$ cat src/rtl/bw_mac_accumulator.sv
`default_nettype none
// ============================================================================
// Module   : bw_mac_accumulator
// Purpose  : Accumulates a valid/ready stream of (M+N)-bit Baugh-Wooley
//            products into an ACC_W-bit sum. On the frame-last beat the sum,
//            the saturating beat count and a sticky overflow flag are
//            presented as a result that is held until the consumer takes it.
// Ports    : clk, rst             clock, synchronous active-high reset
//            clear                synchronous frame abort (below rst)
//            signed_mode          1 = two's-complement products
//            in_valid/in_ready    product stream handshake
//            in_prod, in_last     product beat and frame-last marker
//            out_valid/out_ready  result handshake
//            out_sum, out_count,  frame sum (wraps), beat count (saturates),
//            out_ovf              overflow seen during the frame
// Revision : 1.0  initial release
// ============================================================================
module bw_mac_accumulator #(
    parameter int M     = 4,
    parameter int N     = 4,
    parameter int ACC_W = 16,
    parameter int CNT_W = 8
) (
    input  logic               clk,
    input  logic               rst,
    input  logic               clear,
    input  logic               signed_mode,
    input  logic               in_valid,
    output logic               in_ready,
    input  logic [M+N-1:0]     in_prod,
    input  logic               in_last,
    output logic               out_valid,
    input  logic               out_ready,
    output logic [ACC_W-1:0]   out_sum,
    output logic [CNT_W-1:0]   out_count,
    output logic               out_ovf
);

    localparam int c_PW = M + N;

    generate
        if (ACC_W < c_PW) begin : g_bad_acc_w
            $error("bw_mac_accumulator: ACC_W must be >= M+N");
        end
    endgenerate

    typedef enum logic [0:0] {
        ST_ACC  = 1'b0,
        ST_DONE = 1'b1
    } state_t;

    state_t             r_state;
    state_t             w_state_next;

    logic [ACC_W-1:0]   r_acc;
    logic [CNT_W-1:0]   r_cnt;
    logic               r_ovf;
    logic               r_first;
    logic               r_mode_q;

    logic               w_accept;
    logic               w_mode;
    logic [ACC_W-1:0]   w_ext_s;
    logic [ACC_W-1:0]   w_ext_u;
    logic [ACC_W-1:0]   w_ext;
    logic [ACC_W:0]     w_sum;
    logic               w_ov;
    logic [CNT_W-1:0]   w_cnt_inc;

    // in_ready comes straight from the state register, so neither in_valid
    // nor out_ready can reach an output combinationally.
    assign in_ready = (r_state == ST_ACC);

    // clear drops a beat offered in the same cycle.
    assign w_accept = in_valid && in_ready && !clear;

    // First beat of a frame uses the live mode; later beats use the copy
    // captured on that first beat.
    assign w_mode  = r_first ? signed_mode : r_mode_q;
    assign w_ext_s = ACC_W'($signed(in_prod));
    assign w_ext_u = ACC_W'(in_prod);
    assign w_ext   = w_mode ? w_ext_s : w_ext_u;

    assign w_sum = {1'b0, r_acc} + {1'b0, w_ext};

    // Signed: equal operand signs with a differing result sign.
    // Unsigned: carry out of the top accumulator bit.
    assign w_ov = w_mode
                ? ((r_acc[ACC_W-1] == w_ext[ACC_W-1]) && (w_sum[ACC_W-1] != r_acc[ACC_W-1]))
                : w_sum[ACC_W];

    assign w_cnt_inc = (&r_cnt) ? r_cnt : (r_cnt + CNT_W'(1));

    // ------------------------------------------------------------------
    // State register
    // ------------------------------------------------------------------
    always_ff @(posedge clk) begin
        if (rst) begin
            r_state <= ST_ACC;
        end else begin
            r_state <= w_state_next;
        end
    end

    // ------------------------------------------------------------------
    // Next-state logic
    // ------------------------------------------------------------------
    always_comb begin
        w_state_next = r_state;
        case (r_state)
            ST_ACC: begin
                if (w_accept && in_last) begin
                    w_state_next = ST_DONE;
                end
            end
            ST_DONE: begin
                if (out_valid && out_ready) begin
                    w_state_next = ST_ACC;
                end
            end
            default: w_state_next = ST_ACC;
        endcase
        if (clear) begin
            w_state_next = ST_ACC;
        end
    end

    // ------------------------------------------------------------------
    // Accumulator datapath and held result
    // ------------------------------------------------------------------
    always_ff @(posedge clk) begin
        if (rst) begin
            r_acc     <= '0;
            r_cnt     <= '0;
            r_ovf     <= 1'b0;
            r_first   <= 1'b1;
            r_mode_q  <= 1'b0;
            out_valid <= 1'b0;
            out_sum   <= '0;
            out_count <= '0;
            out_ovf   <= 1'b0;
        end else if (clear) begin
            r_acc     <= '0;
            r_cnt     <= '0;
            r_ovf     <= 1'b0;
            r_first   <= 1'b1;
            out_valid <= 1'b0;
        end else begin
            if (r_state == ST_DONE && out_valid && out_ready) begin
                out_valid <= 1'b0;
            end
            if (w_accept) begin
                if (r_first) begin
                    r_mode_q <= signed_mode;
                end
                if (in_last) begin
                    out_sum   <= w_sum[ACC_W-1:0];
                    out_count <= w_cnt_inc;
                    out_ovf   <= r_ovf | w_ov;
                    out_valid <= 1'b1;
                    r_acc     <= '0;
                    r_cnt     <= '0;
                    r_ovf     <= 1'b0;
                    r_first   <= 1'b1;
                end else begin
                    r_acc     <= w_sum[ACC_W-1:0];
                    r_cnt     <= w_cnt_inc;
                    r_ovf     <= r_ovf | w_ov;
                    r_first   <= 1'b0;
                end
            end
        end
    end

endmodule
`default_nettype wire
$ cat config.mk
export PLATFORM = sky130hd
export DESIGN_NAME = bw_mac_accumulator
export DESIGN_NICKNAME = d
export VERILOG_FILES = /design/src/rtl/bw_mac_accumulator.sv
export SDC_FILE = /design/constraint.sdc
export NUM_CORES = 1
export LEC_CHECK = 0
export CAP_MARGIN = 20
export CORE_UTILIZATION = 42
export CTS_BUF_LIST = sky130_fd_sc_hd__clkbuf_2 sky130_fd_sc_hd__clkbuf_4 sky130_fd_sc_hd__clkbuf_8
export DETAILED_ROUTE_END_ITERATION = 6
export PLACE_DENSITY = 0.64
export SLEW_MARGIN = 20
export SYNTH_ARGS = -nofsm -noshare
export SYNTH_HDL_FRONTEND = slang
export SYNTH_SLANG_ARGS = --single-unit
$ cat constraint.sdc
create_clock -name clk -period 2.7 [get_ports clk]
set_input_delay 0.54 -clock clk [delete_from_list [all_inputs] [get_ports clk]]
set_output_delay 0.54 -clock clk [all_outputs]
set_load 0.005 [all_outputs]
==> metrics, run 1 <==
Total GRT Usage 22.0%; Slew Viols, Final 0; layout cells sized above 1 18.7%; H-tree depth 2; reg2reg start r_acc[4]; R2R Setup Slk 0.25 ns; CP Capture Type flop; outcome complete, no violations; Num Clock Sinks 54; design area 0.00405 mm^2; Placed Area 0.00383 mm^2; worst slew pin tran 0.394 ns; 1st-iter DRT viols 150; Post-synth ARST share 0%; Boundary Pins 42; Synth Register Bits 54; first-pass GRT wire length 13.2 mm; Post-Place Setup Slack -0.361 ns; Layout area overhead 33.6%; total gr overflow 0; fin worst setup slack 0.0780 ns; Worst-path clk slew 0.10 ns; Post-layout nets 476; type of origin of the critical path input port; average size of a mapped cell 8.14 um^2; detailed-route wire length per cell 14.6 um; RePlAce Congestion 0.885; pwr/cell area 408 mW/mm^2; CTS Buf Count 5; filler cell count 664; Synth area leaders dfxtp_1 (36%), a21oi_1 (5.5%), nor2_1 (5.1%); CP startpoint in_prod[0]; Seq/Total Area, Yosys 35.7%; Chip Width 86.9 um; Arr. time, crit path 2.85 ns; Hold Violations, Final 0; Design Power 1.65 mW; top-area cell type share of the netlist area 35.7%; top fanout value on the critical path 4; Starting Density 44.1%; root buffer cell clkbuf_8; Max Cap Viol 0; Worst Path Required 2.93 ns; final core occ 58.9%; Core Rows 30; maximum clock insertion buffer count 2; ANT cells 0; clock skew 0.00514 ns; r2r endpoint r_acc[12]; Skew-Pair Late Insertion Delay 0.31 ns; Main synth FF type dfxtp_1; first drt pass iteration count 4; Worst setup endpoint r_ovf; synth unique cells 57; leakage power 1.58 nW; Total Routed Length 7.97 mm; relative slew slack 73.6%; pin count of the biggest net entering global routing 33; fmax 381 MHz; die area 0.00755 mm^2; DR vias/cell 5.45; DR vias 2977; HP Class reg -> reg; WS Path Type in -> reg; CTS tree built; setup violators final 0; WHS 0.459 ns; Tcrit/Tclk final 97.1%; chip height 86.9 um; post-DP HPWL 5.86 mm; Ys Warns 0; Post-Synthesis Cells 372; number of synthesized flops with an enable pin 0; vias in the first global route 2791; largest area contributor in the netlist dfxtp_1; Residual DRC 0; Port-buffer cells 41; Syn Nets 399; Routed Antenna Nets 0; Peak VDD IR 0.288 mV; cts hold-fix bufs 0; FF-to-FF path depth 7; Cell Area, Synth 0.00303 mm^2; initial antenna violation count 0; core area 0.00687 mm^2; Tmin final 2.62 ns
state kept, by name, indices dropped and copies added, names as in the netlist:
name,cells
r_first,1
r_acc,16
out_valid,1
r_cnt,8
out_ovf,1
out_count,8
r_ovf,1
r_state,1
out_sum,16
r_mode_q,1
worst min path at each step:
stage | start | endpoint | slack [ns] | depth (start not counted)
final | out_count[0] | out_count[0] | 0.46 | 2
after global routing | out_count[7] | out_count[7] | 0.48 | 2
after CTS | out_sum[5] | out_sum[5] | 0.46 | 2
after detailed placement | out_count[6] | out_count[6] | 0.45 | 2
after global placement | out_count[6] | out_count[6] | 0.44 | 2
after floorplan | r_mode_q | r_mode_q | 0.45 | 2
through the flow:
stage                     setup TNS, ns  std cells
after floorplan                       0        372
after global placement            -3.63        534
after detailed placement          -4.43        534
after CTS                             0        544
after global routing           -0.00610        546
final                                 0        546
final cells by class:
| class | count | area (um^2) | area share, % |
|---|---|---|---|
| inverters | 11 | 41.3 | 1.02 |
| clock buffers | 5 | 68.8 | 1.70 |
| clock inverters | 3 | 43.8 | 1.08 |
| flip-flops and latches | 54 | 1080 | 26.7 |
| multi-input cells | 284 | 1890 | 46.6 |
| repair buffers | 93 | 806 | 19.9 |
| well taps | 96 | 120 | 2.97 |
power breakdown:
group          leakage, nW  internal (mW)  switching [mW]
Sequential           0.437          0.813          0.0106
Clock               0.0585          0.279           0.282
Combinational         1.08          0.129           0.136
Total                 1.58           1.22           0.429
worst max-delay path, stage by stage:
cell and delay, ns:
clkdlybuf4s50_1 0.46, ha_2 0.18, inv_1 0.06, fa_2 0.34
nand2b_4 0.15, a21oi_2 0.11, buf_4 0.14, o21ai_4 0.09
o31ai_1 0.31, buf_4 0.17, a21oi_1 0.06, a211oi_1 0.24
logic make-up (layout without fill, tap and decap cells):
logic type,after synthesis,count (layout),share of synthesized area [%]
buffers and inverters,34,112,4.30
muxes,11,11,3.80
xor gates and xnor gates,16,16,4.63
adders and majority gates,12,12,5.21
AOI/OAI and AO/OA,101,101,22.4
and+or+nand+nor,144,144,24.0
DFF,54,54,35.7
repair_timing:
item | 4_1_cts | 5_1_grt
buffers inserted | 2 | 2
gates resized for setup | 1 | 16
pin swaps | 3 | 11
gates cloned | 0 | 0
endpoints found under the setup margin | 4 | 16
layer usage:
metal | routed length [um] | part of all wire (%) | track usage (%) | vias up
li1 | - | - | - | 1511
met1 | 3970 | 50 | 31.0 | 1402
met2 | 3670 | 46 | 35.4 | 55
met3 | 224 | 2.8 | 2.84 | 9
met4 | 103 | 1.3 | 5.76 | 0
met5 | 0 | 0 | 0 | -
Yosys cell counts (all sizes together) (5+ instances only):
library cell / n
nor2: 41
inv: 10
a21oi: 33
a22oi: 7
clkbuf: 19
or4: 6
xnor2: 11
nand3: 12
mux2i: 7
xor2: 5
ha: 11
dfxtp: 54
o21ai: 18
nand2: 36
nor3: 8
and2: 7
a32o: 5
nand3b: 9
nand4: 5
a211oi: 10
placed cells by master (no fill, tap or decap), types with 7 or more instances in the layout:
cell and instances:
nor3_1 7, a21oi_1 32, dfxtp_1 54, nand3_1 12, nand3b_1 9, inv_1 9, clkdlybuf4s50_1 39, a22oi_1 7
and2_1 7, o21ai_1 7, nand2_1 36, buf_4 52, o21ai_0 10, a211oi_1 8, nor2_1 41, ha_1 9
xnor2_1 11
Note: power is estimated with default switching activity, not from simulation.
==> run 2: changes to the inputs <==
- CORE_MARGIN: unset -> 2
==> metrics, run 2 (synthesis results as in run 1) <==
design area 0.00400 mm^2; Slew Viols, Final 0; pwr/cell area 393 mW/mm^2; Skew-Pair Late Insertion Delay 0.32 ns; RePlAce Congestion 0.884; first-pass GRT wire length 12.1 mm; clock power share 31.1%; clock skew 0.0109 ns; Comb power frac 16.5%; filler cell count 657; outcome complete, no violations; Hold Violations, Final 0; Flop pwr share 52.4%; HP Class reg -> reg; commonest non-fill, non-tap cells in the layout dfxtp_1 (54), buf_4 (49), nor2_1 (41); Net Sw Power 0.440 mW; core area 0.00687 mm^2; CTS Buf Count 5; Port-buffer cells 41; Worst Path Required 2.91 ns; Arr. time, crit path 2.85 ns; post-DP HPWL 5.64 mm; Max Cap Viol 0; setup violators final 0; relative slew slack 72.5%; die area 0.00790 mm^2; WS Path Type in -> reg; total gr overflow 0; Tcrit/Tclk final 97.8%; Total GRT Usage 19.5%; chip height 88.9 um; ANT cells 0; Residual DRC 0; DR vias/cell 5.42; Chip Width 88.9 um; fin worst setup slack 0.0604 ns; Core Rows 30; Tmin final 2.64 ns; worst slew pin tran 0.411 ns; initial antenna violation count 0; DR vias 2943; Peak VDD IR 0.201 mV; first drt pass iteration count 4; pin count of the biggest net entering global routing 20; H-tree depth 2; leakage power 1.54 nW; fmax 379 MHz; type of origin of the critical path input port; Sw Ratio 28.0%; Post-layout nets 473; final core occ 58.2%; area of the multi-input gates 0.00188 mm^2; root buffer cell clkbuf_8; cts hold-fix bufs 0; commonest non-fill, non-tap cell in the layout dfxtp_1; detailed-route wire length per cell 14.3 um; layout cells sized above 1 17.7%; CTS tree built; Design Power 1.57 mW; Starting Density 44.1%; Routed Antenna Nets 0; Total Routed Length 7.75 mm; top fanout value on the critical path 4; Placed Area 0.00382 mm^2; maximum clock insertion buffer count 2; Worst-path clk slew 0.10 ns; Post-Place Setup Slack -0.339 ns; Largest regs out_sum (16), r_acc (16); Layout area overhead 32.1%; vias in the first global route 2499; Register Area 0.00108 mm^2; CP Capture Type flop; Num Clock Sinks 54; P_int 1.13 mW; Boundary Pins 42; 1st-iter DRT viols 184
[run 2: cell types whose count changed in the layout (fill, tap and decap cells not counted), sizes merged]
cell	delta
clkinv	+1
dlymetal6s2s	-1
buf	-3
clkdlybuf4s50	+1
bufinv	-1
[run 2: what timing repair did]
action | in CTS | in global routing
buffers inserted | 0 | 2
setup endpoints to repair | 2 | 9
pin swaps | 3 | 4
resized for setup | 0 | 14
endpoints found under the hold margin | 0 | 0
[run 2: per-layer routing]
metal  up-vias  GRT usage [%]  wire length, um
met5         -              0                0
met4         0           4.96               80
met3         6           3.05              373
met2        61           29.6             3460
met1      1377           28.8             3830
li1       1499              -                -
[run 2: cell type report]
type | count | share of cell area (%)
multi-input combinational | 284 | 47.0
sequential | 54 | 27.0
tap | 96 | 3.00
clock buffer | 5 | 1.72
timing repair buffer | 90 | 19.5
inverter | 11 | 1.03
clock inverter | 3 | 0.719
[run 2: worst max-delay path, stage by stage]
cell and delay, ns:
clkdlybuf4s50_1 0.42, ha_2 0.20, a21o_1 0.19, or4_4 0.43, o21ai_4 0.25, mux2i_2 0.28, mux2_1 0.33, a32o_1 0.20
[run 2: metrics by stage]
stage	cells	hold slack (ns)	setup TNS, ns
3_5_place_dp	533	0.447	-3.99
3_3_place_gp	533	0.441	-3.60
5_1_grt	543	0.484	-0.0330
6_report	543	0.463	0
4_1_cts	541	0.462	0
2_1_floorplan	372	0.446	0
[run 2: path summary, 6_finish.rpt]
path	startpoint	end	slack (ns)	cells after the start
worst max register to register	r_first	out_sum[15]	0.27	9
worst min register to register	out_sum[5]	out_sum[5]	0.46	2
worst min-delay path	out_sum[5]	out_sum[5]	0.46	2
worst max-delay path	in_prod[3]	r_acc[10]	0.06	8
[run 2: power by group through the flow]
stage	sequential (mW)	clock [mW]	combinational, mW
2_1_floorplan	0.841	0	0.131
3_3_place_gp	0.842	0	0.251
3_5_place_dp	0.842	0	0.252
4_1_cts	0.824	0.500	0.254
5_1_grt	0.826	0.529	0.286
6_report	0.824	0.489	0.260
==> run 3: changes to the inputs <==
- SKIP_LAST_GASP: unset -> 1
==> results of run 3 <==
No change in the layout: final DEF, timing and power equal those of run 2.
